## src/rtl/button_event_decoder.sv

```systemverilog
// Classifies debounced button gestures into one-cycle event pulses (press, release,
// short/double click, long press, auto-repeat). Define AUTOREPEAT_EN to enable repeat.
module button_event_decoder #(
  parameter int unsigned CNT_W        = 8,
  parameter int unsigned LONG_TICKS   = 50,
  parameter int unsigned DBL_TICKS    = 25,
  parameter int unsigned REPEAT_TICKS = 10
) (
  input  logic clk,
  input  logic reset,
  input  logic debounced,
  input  logic tick,
  output logic press,
  output logic release_pulse,
  output logic short_click,
  output logic double_click,
  output logic long_press,
  output logic repeat_pulse,
  output logic busy
);

`ifdef AUTOREPEAT_EN
  localparam logic AUTOREPEAT = 1'b1;
`else
  localparam logic AUTOREPEAT = 1'b0;
`endif

  localparam logic [CNT_W-1:0] LONG_LAST = CNT_W'(LONG_TICKS - 1);
  localparam logic [CNT_W-1:0] DBL_LAST  = CNT_W'(DBL_TICKS - 1);
  localparam logic [CNT_W-1:0] REP_LAST  = CNT_W'(REPEAT_TICKS - 1);

  typedef enum logic [2:0] {
    IDLE   = 3'd0,
    PRESS1 = 3'd1,
    WAIT2  = 3'd2,
    PRESS2 = 3'd3,
    LONG   = 3'd4
  } state_t;

  state_t           state;
  logic [CNT_W-1:0] cnt;
  logic             d_q;
  logic             rise;
  logic             fall;

  assign rise = debounced & ~d_q;
  assign fall = ~debounced & d_q;

  // Gesture FSM; edges take priority over timer expiry in every state.
  always_ff @(posedge clk) begin
    if (reset) begin
      d_q           <= debounced;
      state         <= IDLE;
      cnt           <= '0;
      press         <= 1'b0;
      release_pulse <= 1'b0;
      short_click   <= 1'b0;
      double_click  <= 1'b0;
      long_press    <= 1'b0;
      repeat_pulse  <= 1'b0;
      busy          <= 1'b0;
    end else begin
      d_q           <= debounced;
      press         <= 1'b0;
      release_pulse <= 1'b0;
      short_click   <= 1'b0;
      double_click  <= 1'b0;
      long_press    <= 1'b0;
      repeat_pulse  <= 1'b0;
      if (tick && (cnt != '1)) cnt <= cnt + CNT_W'(1);

      case (state)
        IDLE: begin
          if (rise) begin
            state <= PRESS1;
            cnt   <= '0;
            press <= 1'b1;
            busy  <= 1'b1;
          end
        end
        PRESS1: begin
          if (fall) begin
            state         <= WAIT2;
            cnt           <= '0;
            release_pulse <= 1'b1;
          end else if (tick && (cnt == LONG_LAST)) begin
            state      <= LONG;
            cnt        <= '0;
            long_press <= 1'b1;
          end
        end
        WAIT2: begin
          if (rise) begin
            state        <= PRESS2;
            cnt          <= '0;
            press        <= 1'b1;
            double_click <= 1'b1;
          end else if (tick && (cnt == DBL_LAST)) begin
            state       <= IDLE;
            cnt         <= '0;
            short_click <= 1'b1;
            busy        <= 1'b0;
          end
        end
        PRESS2: begin
          if (fall) begin
            state         <= IDLE;
            cnt           <= '0;
            release_pulse <= 1'b1;
            busy          <= 1'b0;
          end
        end
        LONG: begin
          if (fall) begin
            state         <= IDLE;
            cnt           <= '0;
            release_pulse <= 1'b1;
            busy          <= 1'b0;
          end else if (AUTOREPEAT && tick && (cnt == REP_LAST)) begin
            cnt          <= '0;
            repeat_pulse <= 1'b1;
          end else if (!AUTOREPEAT) begin
            cnt <= cnt;
          end
        end
        default: begin
          state <= IDLE;
          cnt   <= '0;
          busy  <= 1'b0;
        end
      endcase
    end
  end

endmodule
```

## config.mk

```make
export PLATFORM = sky130hd
export DESIGN_NAME = button_event_decoder
export DESIGN_NICKNAME = d
export VERILOG_FILES = /design/src/rtl/button_event_decoder.sv
export SDC_FILE = /design/constraint.sdc
export NUM_CORES = 1
export LEC_CHECK = 0
export ABC_AREA = 1
export CAP_MARGIN = 20
export CORE_UTILIZATION = 30
export CTS_CLUSTER_DIAMETER = 80
export DETAILED_ROUTE_END_ITERATION = 8
export SYNTH_ARGS = -nofsm -noshare
export SYNTH_HDL_FRONTEND = slang
export SYNTH_SLANG_ARGS = --single-unit
```

## constraint.sdc

```tcl
create_clock -name clk -period 3.7 [get_ports clk]
set_clock_uncertainty 0.2 [all_clocks]
set_input_delay 0.37 -clock clk [delete_from_list [all_inputs] [get_ports clk]]
set_output_delay 0.37 -clock clk [all_outputs]
set_load 0.01 [all_outputs]
```

; After elaboration in Yosys (flattened, before gate mapping)
; Cells that the tools add are included.
[totals]
wordCells = 71
output_inout_bits = 7
regBits = 18
[op_classes]
reduce_logical = 14
n_eq_ne = 14
n_addsub = 1
n_bitwise = 8
muxes = 25
[ops]
columns = cell, count
row1 = 2-to-1 mux 8 bit, 8
row2 = case mux 8 bit (5 select lines), 1
row3 = 2-to-1 mux 3 bit, 6
row4 = case mux 3 bit (4 select lines), 1
row5 = OR reduction 2 bit, 5
row6 = OR reduction 3 bit, 3
row7 = adder 8 x 1 -> 8 bit (second input constant), 1
row8 = == test 8 x 5 -> 1 bit (second input constant), 1
row9 = == test 8 x 6 -> 1 bit (second input constant), 1
row10 = 2-to-1 mux 1 bit, 8
row11 = inequality test 2 bit (second input constant), 4
row12 = inequality test 8 bit (second input constant), 1
row13 = == test 3 x 2 -> 1 bit (second input constant), 2
row14 = inequality test 3 bit (second input constant), 2
row15 = inverter 1 bit, 6
row16 = AND reduction 5 bit, 1
row17 = case mux 1 bit (4 select lines), 1
row18 = AND reduction 4 bit, 1
row19 = == test 3 x 1 -> 1 bit (second input constant), 1
row20 = == test 3 bit (second input constant), 1
row21 = logical AND 1 bit, 3
row22 = logical NOT 3 bit, 1
row23 = AND 1 bit, 2
row24 = inequality test 2 x 1 -> 1 bit (second input constant), 1

; Logic depth before layout (Yosys ltp)
; Gate-level depths: netlist of run 1.
[depth]
depth_word = 6
depth_mapped = 11
mapped_depth_nobuf = 11

; Worst setup path after synthesis of run 1
; No wires, ideal clock.
[synth_timing]
kind = register to register
from = register cnt[0]
to = register cnt[6]
setup_slack_ns = 2.122
arrival_time_ns = 1.243
setup_time_ns = 0.135
n_path_buf = 0
path_stages_with_launch = 11
t_required_ns = 3.365
cell_sequence = dfxtp_1 > ha_1 > nand2_2 > nor2_4 > nand2_4 > nand2_4 > inv_1 > nand2_1 > nand2_1 > nand2_1 > a21oi_2
[synth_between]
elab_chain_len = 6
[synth_lines]
columns = item, line_no
row1 = start: declaration, 41  ; logic [CNT_W-1:0] cnt;
row2 = start signal: assignment, 70  ; if (tick && (cnt != '1)) cnt <= cnt + CNT_W'(1);
row3 = start signal: assignment, 123  ; cnt <= cnt;
row4 = branches (longest 5 deep; another with adder 8 x 1 -> 8 bit), -
row5 = case mux 8 bit (5 select lines) *, 72  ; case (state)
; Every way passes the cells marked *.
; A chain may end at the register's enable or synchronous reset.

; Worst setup path in the final report of run 1
[layout_timing]
from = input port tick
to = register cnt[0]
[layout_between]
elab_chain_len = 5
[layout_lines]
columns = item, line_no
row1 = start: declaration, 12  ; input logic tick,
row2 = logical AND 1 bit, 70
row3 = 2-to-1 mux 8 bit, 70
row4 = "2-to-1 mux 8 bit, on equally long branches", "98, 86"
row5 = "2-to-1 mux 8 bit, on equally long branches", "93, 82"
row6 = case mux 8 bit (5 select lines) *, 72
; Every way passes the cells marked *; elsewhere a longest branch is shown, timed or not.

==> results of run 1 <==
## registers in the layout (all words and copies together) (netlist names)
name / cells
cnt: 8
state: 3
busy: 1
d_q: 1
double_click: 1
long_press: 1
press: 1
release_pulse: 1
short_click: 1
## cell usage in the layout (no fill, tap or decap)
cell              n
a311oi_1          1
conb_1            1
xnor2_1           1
nand4_1           4
inv_1            22
nand3_4           3
nor2_1           18
nand2_1          58
nor3_1            1
nand2_4           3
nor2_2            6
ha_1              3
nor4_1            1
a21oi_1           4
clkdlybuf4s50_1   9
dfxtp_1          18
nand3b_1          1
clkbuf_8          4
a21oi_2           5
and3_1            1
inv_2             2
nor2_4            4
nand2_2           4
o21ai_0           1
nand3_1          13
## critical path, stage by stage
cell and delay, ps:
clkdlybuf4s50_1 740, nand2_1 120, nor2_2 150, nand2_1 110, nand2_4 110, nand3_4 120
nand2_1 100, a21oi_2 50
## metal layers
metal / up-vias / routed length (µm)
li1: 573 / -
met1: 457 / 1160
met2: 22 / 1050
met3: 4 / 58
met4: 0 / 30
met5: - / 0
## logic make-up after synthesis
kind of cell | synth area share
AOI/OAI and AO/OA | 0.0648
xor gates and xnor gates | 0.00732
adders and majority gates | 0.0314
buffers and inverters | 0.0961
DFF | 0.301
other | 0.00313
and+or+nand+nor | 0.496
## cell type report
cell class | count | area [µm²]
Fill cell | 416 | 2370
Multi-Input combinational cell | 133 | 722
Sequential cell | 18 | 360
Timing Repair Buffer | 9 | 90.1
Inverter | 24 | 90.1
Tap cell | 48 | 60.1
Clock buffer | 4 | 55.1
## stage by stage
stage / total power [mW] / cell area, µm² / cells / worst slack [ps]
final: 0.811 / 1380 / 236 / 1750
after detailed placement: 0.660 / 1320 / 232 / 1500
after floorplan: 0.580 / 1200 / 178 / 2120
after CTS: 0.820 / 1380 / 236 / 1770
after global placement: 0.657 / 1320 / 232 / 1510
after global routing: 0.879 / 1380 / 236 / 1650
## path summary, 6_finish.rpt
path         slack [ps]  depth (start not counted)      to  startpoint
max                1750                          8  cnt[0]        tick
min                 300                          2    busy        busy
max reg2reg        1880                         10  cnt[6]      cnt[0]
min reg2reg         300                          2    busy        busy
## power breakdown
| group | switching, mW | total (mW) | leakage [nW] | internal (mW) |
|---|---|---|---|---|
| clock | 0.0642 | 0.159 | 0.0288 | 0.0945 |
| combinational | 0.246 | 0.391 | 0.446 | 0.145 |
| sequential | 0.0328 | 0.261 | 0.147 | 0.228 |
==> impl_metrics.yaml, run 1 <==
clocking:
  h-tree-depth: 1
  clock-root-buffer: "clkbuf_8"
  postCtsSetupRepairBufs: 0
  clock-sinks: 18
  clkTransAtPathRegs_ps: 70
  cts.repair.resized: 0
  clk_latency_ps: 250
  ctsLongestPathBuffers: 2
  cts_hold_buf: 0
  cts_buffers: 3
  cts_tree: "built"
die:
  fp-row-count: 22
  die-area_mm2: 0.00425
  start_util: 0.320
  coreArea_mm2: 0.00374
  die_width_um: 65.2
  die_h_um: 65.2
  io_pins: 11
global_routing:
  grt_pass1_vias: 964
  gr-usage-met1: 0.158
  grt_usage: 0.120
  top_usage_layer: "met2"
  met3_usage: 0.0156
  grt_max_degree: 14
  grt.met2_usage: 0.205
  grt_pass1_wl_um: 4060
  overflow: 0
  antenna_found_initial: 0
layout:
  drive_above_1_share: 0.165
  area_growth_pct: 15.0
  nNetsFinal: 196
  antenna_cells: 0
  fin_util: 0.368
synth:
  yosysTopAreaCell: "dfxtp_1"
  syn_area_mm2: 0.00120
  synth_async_sr_flop_share: 0
  synth_nets: 185
  yosys.cell_count.top_type: "nand2_1"
  ys.flop_type: "dfxtp_1"
  synthTopCellsByArea: "dfxtp_1, nand2_1, inv_1"
  syn_inst: 178
  synth_edf_count: 0
  synth.distinct_cells: 26
  synth_commonest_cells: "nand2_1, inv_1, dfxtp_1, nor2_1, nand3_1"
  syn_avg_cell_area_um2: 6.73
  synth-seq-cells: 18
  yosysTopAreaCellShare: 0.301
  yosys_warnings: 0
  seq_area_frac_synth: 0.301
outcome:
  status: "finished clean"
worst_setup_path:
  cp-start-kind: "input port"
  critical_path_class: "in2reg"
  endpoint_kind: "register"
  cp.required_ps: 3620
  critPathMaxFanout: 11
  crit_arrival_ps: 1870
sta:
  worstMarginPinSlew_ps: 569
  period_share: 0.527
  fin_crit_ps: 1950
  hold_viol: 0
  slew_headroom: 0.620
  slew_viol_final: 0
  clock.fmax_ghz: 0.513
  setup_tns_ps: 0
  final-setup-viol-count: 0
  whs_ps: 296
  rsz0062_at_grt: "no"
route:
  routed_wl_um: 2300
  ant_nets: 0
  route.detailed.wl_per_inst_um: 9.75
  avgViaCountPerCell: 4.47
  drc: 0
  drtIter0Drc: 56
  vias: 1056
  drtPass1Iterations: 4
power:
  vdd_ir_drop_max_mv: 0.216
  cellPowerDensity_mw_per_mm2: 589
  leakagePower_nw: 0.622
min_path:
  hold_class: "reg2reg"
place:
  hpwl_um: 1820
  finalWeightedCongestion: 0.803
  port_buffers: 9
run:
  drv_cap: 0
No activity file was read; power rests on OpenSTA's default activity.
==> run 2, diff against run 1 <==
clock period = 1.7 ns   (was 3.7 ns; I/O delays follow)
==> run 2 against run 1 <==
Hold slack got worse by 42 ps. Largest power group unchanged. Critical path type is now reg2reg. Sequential share of layout area fell by 1.1 points. Sequential power rose by 120%. Setup slack got worse by 1700 ps. Combinational power rose by 130%. Critical endpoint unchanged. Clock-buffer cell count did not move.
==> impl_metrics.yaml, run 2 (same netlist as run 1, synthesis figures left out) <==
global_routing:
  antenna_found_initial: 0
  grt_usage: 0.134
  grt_max_degree: 11
  overflow: 0
  grt_pass1_vias: 980
  grt_pass1_wl_um: 4410
layout:
  fill_cells: 403
  layout_common_cells: "nand2_1, inv_1, nor2_1"
  layout_commonest_cell: "nand2_1"
  drive_above_1_share: 0.228
  area_growth_pct: 22.8
  antenna_cells: 0
  final_cell_area_mm2: 0.00147
  final-seq-area_um2: 368
  top_regs: "cnt (8), state (3)"
  largest_reg_flops: 8
  multi_input_area_um2: 739
  regMostFlops: "cnt"
  nNetsFinal: 205
worst_setup_path:
  critPathMaxFanout: 6
  critPathMaxStageDelay_ps: 390
  endpoint_kind: "register"
  r2r_slack_ps: 100
  crit_arrival_ps: 1540
  critical_path_class: "reg2reg"
  cp-start-kind: "register"
  crit_chain: "ha_4, nand2_2, nor2_4, nand2_4, nand2_4, inv_1, nand2_1, nand2_1, nand2_1, a21oi_2"
  slowest_stage: "dfxtp_4"
  cp.required_ps: 1640
  cpMostUsedCell: "nand2_1"
outcome:
  status: "finished clean"
sta:
  whs_ps: 254
  setup_tns_ps: 0
  slew_viol_final: 0
  rsz0062_at_grt: "no"
  hold_viol: 0
  period_share: 0.942
  final-setup-viol-count: 0
  fin_crit_ps: 1600
  clock.fmax_ghz: 0.624
place:
  hpwl_um: 1920
  place_area_mm2: 0.00138
  finalWeightedCongestion: 0.785
  port_buffers: 9
die:
  die-area_mm2: 0.00425
  start_util: 0.320
  fp-row-count: 22
  die_h_um: 65.2
  io_pins: 11
  die_width_um: 65.2
  coreArea_mm2: 0.00374
power:
  leakagePower_nw: 0.667
  vdd_ir_drop_max_mv: 0.592
  cellPowerDensity_mw_per_mm2: 1260
run:
  drv_cap: 0
clocking:
  h-tree-depth: 1
  cts_tree: "built"
  clkTransAtPathRegs_ps: 70
  cts_hold_buf: 0
  cts_buffers: 3
  clock-sinks: 18
  ctsLongestPathBuffers: 2
  clk_latency_ps: 260
  clock-root-buffer: "clkbuf_8"
route:
  drc: 0
  drtPass1Iterations: 4
  ant_nets: 0
  vias: 1084
  route.detailed.wl_per_inst_um: 10.3
  avgViaCountPerCell: 4.42
  drtIter0Drc: 74
  routed_wl_um: 2530
min_path:
  hold_class: "in2reg"
run 2: cell count changes in the layout (fill, tap and decap cells not counted), sizes merged:
cell | before | now
buf | 0 | 9
run 2: final cells by class:
cell class              count  share of cell area
multi-input cells         133               0.503
flip-flops and latches     18               0.250
repair buffers             18               0.107
clock buffers               4              0.0374
inverters                  24              0.0613
well taps                  48              0.0409
run 2: metrics by stage:
step | power, mW | utilization | setup slack (ps) | instances
final | 1.85 | 0.393 | 98.3 | 245
after global routing | 2.03 | 0.393 | 4.84 | 245
after CTS | 1.84 | 0.384 | 6.43 | 244
after detailed placement | 1.47 | 0.369 | -86.4 | 240
after global placement | 1.47 | 0.369 | -54.6 | 240
after floorplan | 1.26 | - | 122 | 178
run 2: path summary, 6_finish.rpt:
path                            cells after the start  endpoint       from
worst max register to register                     10    cnt[0]     cnt[0]
worst min register to register                      2      busy       busy
worst min-delay path                                1       d_q  debounced
worst max-delay path                               10    cnt[0]     cnt[0]
run 2: metal layers:
layer / up-vias / GRT usage / wire length (µm)
met3: 4 / 0.0313 / 55
met1: 479 / 0.180 / 1300
met5: - / 0 / 0
met4: 0 / 0.0408 / 36
li1: 591 / - / -
met2: 10 / 0.213 / 1140
run 2: report_power, final:
part,total [mW],switching (mW),internal (mW)
Clock,0.358,0.152,0.206
Combinational,0.915,0.569,0.346
Sequential,0.582,0.0795,0.502
Total,1.85,0.801,1.05
run 2: timing repair:
item,CTS,global route
buffers inserted,0,1
endpoints found under the setup margin,0,11
gates resized for setup,0,8
run 2: worst max-delay path: cells and delay by family, from the launching register on:
kind	cells	cell delay [ps]
buffers and inverters	1	60
adders and majority gates	1	140
and+or+nand+nor	7	640
DFF	1	390
AOI/OAI and AO/OA	1	50
==> run 3, diff against run 2 <==
CORE_MARGIN = 10   (was not set)
SLEW_MARGIN = 15   (was not set)
==> run 3 against run 2 <==
Setup slack gained 35 ps. Sequential share of layout area fell by 0.19 points. Critical path type unchanged. Clock-buffer cell count is 1 lower. Critical endpoint is now cnt[6]. Largest cell class unchanged. Die area up 63%. Clock power shrank 17%. Highest routed layer unchanged. Fmax is 2.2% higher. Final cell count increased by 0.41%. Critical path depth stayed put. Largest power group unchanged.
==> impl_metrics.yaml, run 3 (same netlist as run 1, synthesis figures left out) <==
clocking:
  h-tree-depth: 1
  clk_latency_ps: 250
  clkTransAtPathRegs_ps: 70
  cts_hold_buf: 0
  cts_buffers: 3
  clock-sinks: 18
  ctsLongestPathBuffers: 2
  clock-root-buffer: "clkbuf_8"
  cts_tree: "built"
power:
  comb_power_share: 0.515
  vdd_ir_drop_max_mv: 0.581
  leakagePower_nw: 0.669
  pwr-share-seq: 0.321
  p_switching_mw: 0.793
  cellPowerDensity_mw_per_mm2: 1220
  p_int_mw: 1.02
  p_clk_frac: 0.164
  power.share.switching: 0.438
layout:
  top_regs: "cnt (8), state (3)"
  antenna_cells: 0
  drive_above_1_share: 0.258
  regMostFlops: "cnt"
  fin_cells: 246
  layout_commonest_cell: "nand2_1"
  layout_common_cells: "nand2_1, inv_1, nor2_1, dfxtp_1, nand3_1"
  largest_reg_flops: 8
  area_growth_pct: 23.7
  nNetsFinal: 207
route:
  drtIter0Drc: 75
  drc: 0
  routed_wl_um: 2530
  drtPass1Iterations: 4
  route.detailed.wl_per_inst_um: 10.3
  ant_nets: 0
  avgViaCountPerCell: 4.36
  vias: 1072
run:
  drv_cap: 0
sta:
  finalWorstSetupSlack_ps: 133
  period_share: 0.922
  hold_viol: 0
  rsz0062_at_grt: "yes"
  final-setup-viol-count: 0
  slew_viol_final: 0
  setup_tns_ps: 0
  clock.fmax_ghz: 0.638
  whs_ps: 253
  fin_crit_ps: 1570
worst_setup_path:
  reg2reg_depth: 10
  crit_arrival_ps: 1510
  critical_path_class: "reg2reg"
  crit_family: "simple AND/OR/NAND/NOR gates"
  cpMostUsedCell: "nand2_1"
  crit_end: "cnt[6]"
  r2r-start: "cnt[0]"
  crit_cells: 10
  slowest_stage: "dfxtp_4"
  reg2reg_to: "cnt[6]"
  crit_chain: "ha_4, nand2_2, nor2_4, nand2_4, nand2_4, inv_1, nand2_1, nand2_1, nand2_1, a21oi_2"
  endpoint_kind: "register"
  critPathMaxStageDelay_ps: 390
  cp.required_ps: 1650
  r2r_slack_ps: 130
  cp-start-kind: "register"
  timing.critical_path.buf_inv: 1
  critPathMaxFanout: 6
  crit_start: "cnt[0]"
outcome:
  status: "finished clean"
die:
  fp-row-count: 22
  io_pins: 11
  die_width_um: 83.2
  die_h_um: 83.2
  start_util: 0.318
  coreArea_mm2: 0.00377
  die-area_mm2: 0.00692
place:
  port_buffers: 9
  place_ws_ps: -82.4
  finalWeightedCongestion: 0.856
  place_inst: 241
  hpwl_um: 1940
global_routing:
  antenna_found_initial: 0
  grt_max_degree: 11
  grt_pass1_wl_um: 4640
  grt_pass1_vias: 1035
  overflow: 0
  grt_usage: 0.0773
min_path:
  hold_class: "in2reg"
-- run 3: cell type report --
cell class	count	area, µm²
Fill cell	391	2290
Sequential cell	18	368
Tap cell	48	60.1
Clock buffer	3	41.3
Timing Repair Buffer	20	173
Inverter	24	90.1
Multi-Input combinational cell	133	749
-- run 3: worst min-delay path by stage --
stage	startpoint	to	slack, ps	cells after the start
after global placement	busy	busy	290	2
after global routing	debounced	d_q	260	1
final	debounced	d_q	250	1
after floorplan	debounced	d_q	-2	0
after detailed placement	busy	busy	290	2
after CTS	debounced	d_q	240	1
-- run 3: routing by layer --
layer / part of all wire / GRT usage
met1: 0.53 / 0.0997
met3: 0.036 / 0.0234
met5: 0 / 0
met2: 0.42 / 0.117
met4: 0.011 / 0.0277
-- run 3: through the flow --
stage,area [µm²],power (mW),util
after floorplan,1200,1.26,-
after global placement,1390,1.49,0.369
after detailed placement,1390,1.49,0.369
after CTS,1430,1.80,0.380
after global routing,1480,1.99,0.393
final,1480,1.81,0.393
-- run 3: power groups by stage --
| stage | Combinational, mW | Clock, mW | Sequential (mW) |
|---|---|---|---|
| final | 0.933 | 0.297 | 0.583 |
| after global placement | 0.909 | 0 | 0.577 |
| after global routing | 1.06 | 0.336 | 0.598 |
| after detailed placement | 0.910 | 0 | 0.575 |
| after floorplan | 0.690 | 0 | 0.572 |
| after CTS | 0.913 | 0.317 | 0.566 |
-- run 3: repair_timing --
item,4_1_cts,5_1_grt
gates resized for setup,0,13
endpoints found under the setup margin,0,10
setup buffers,0,2
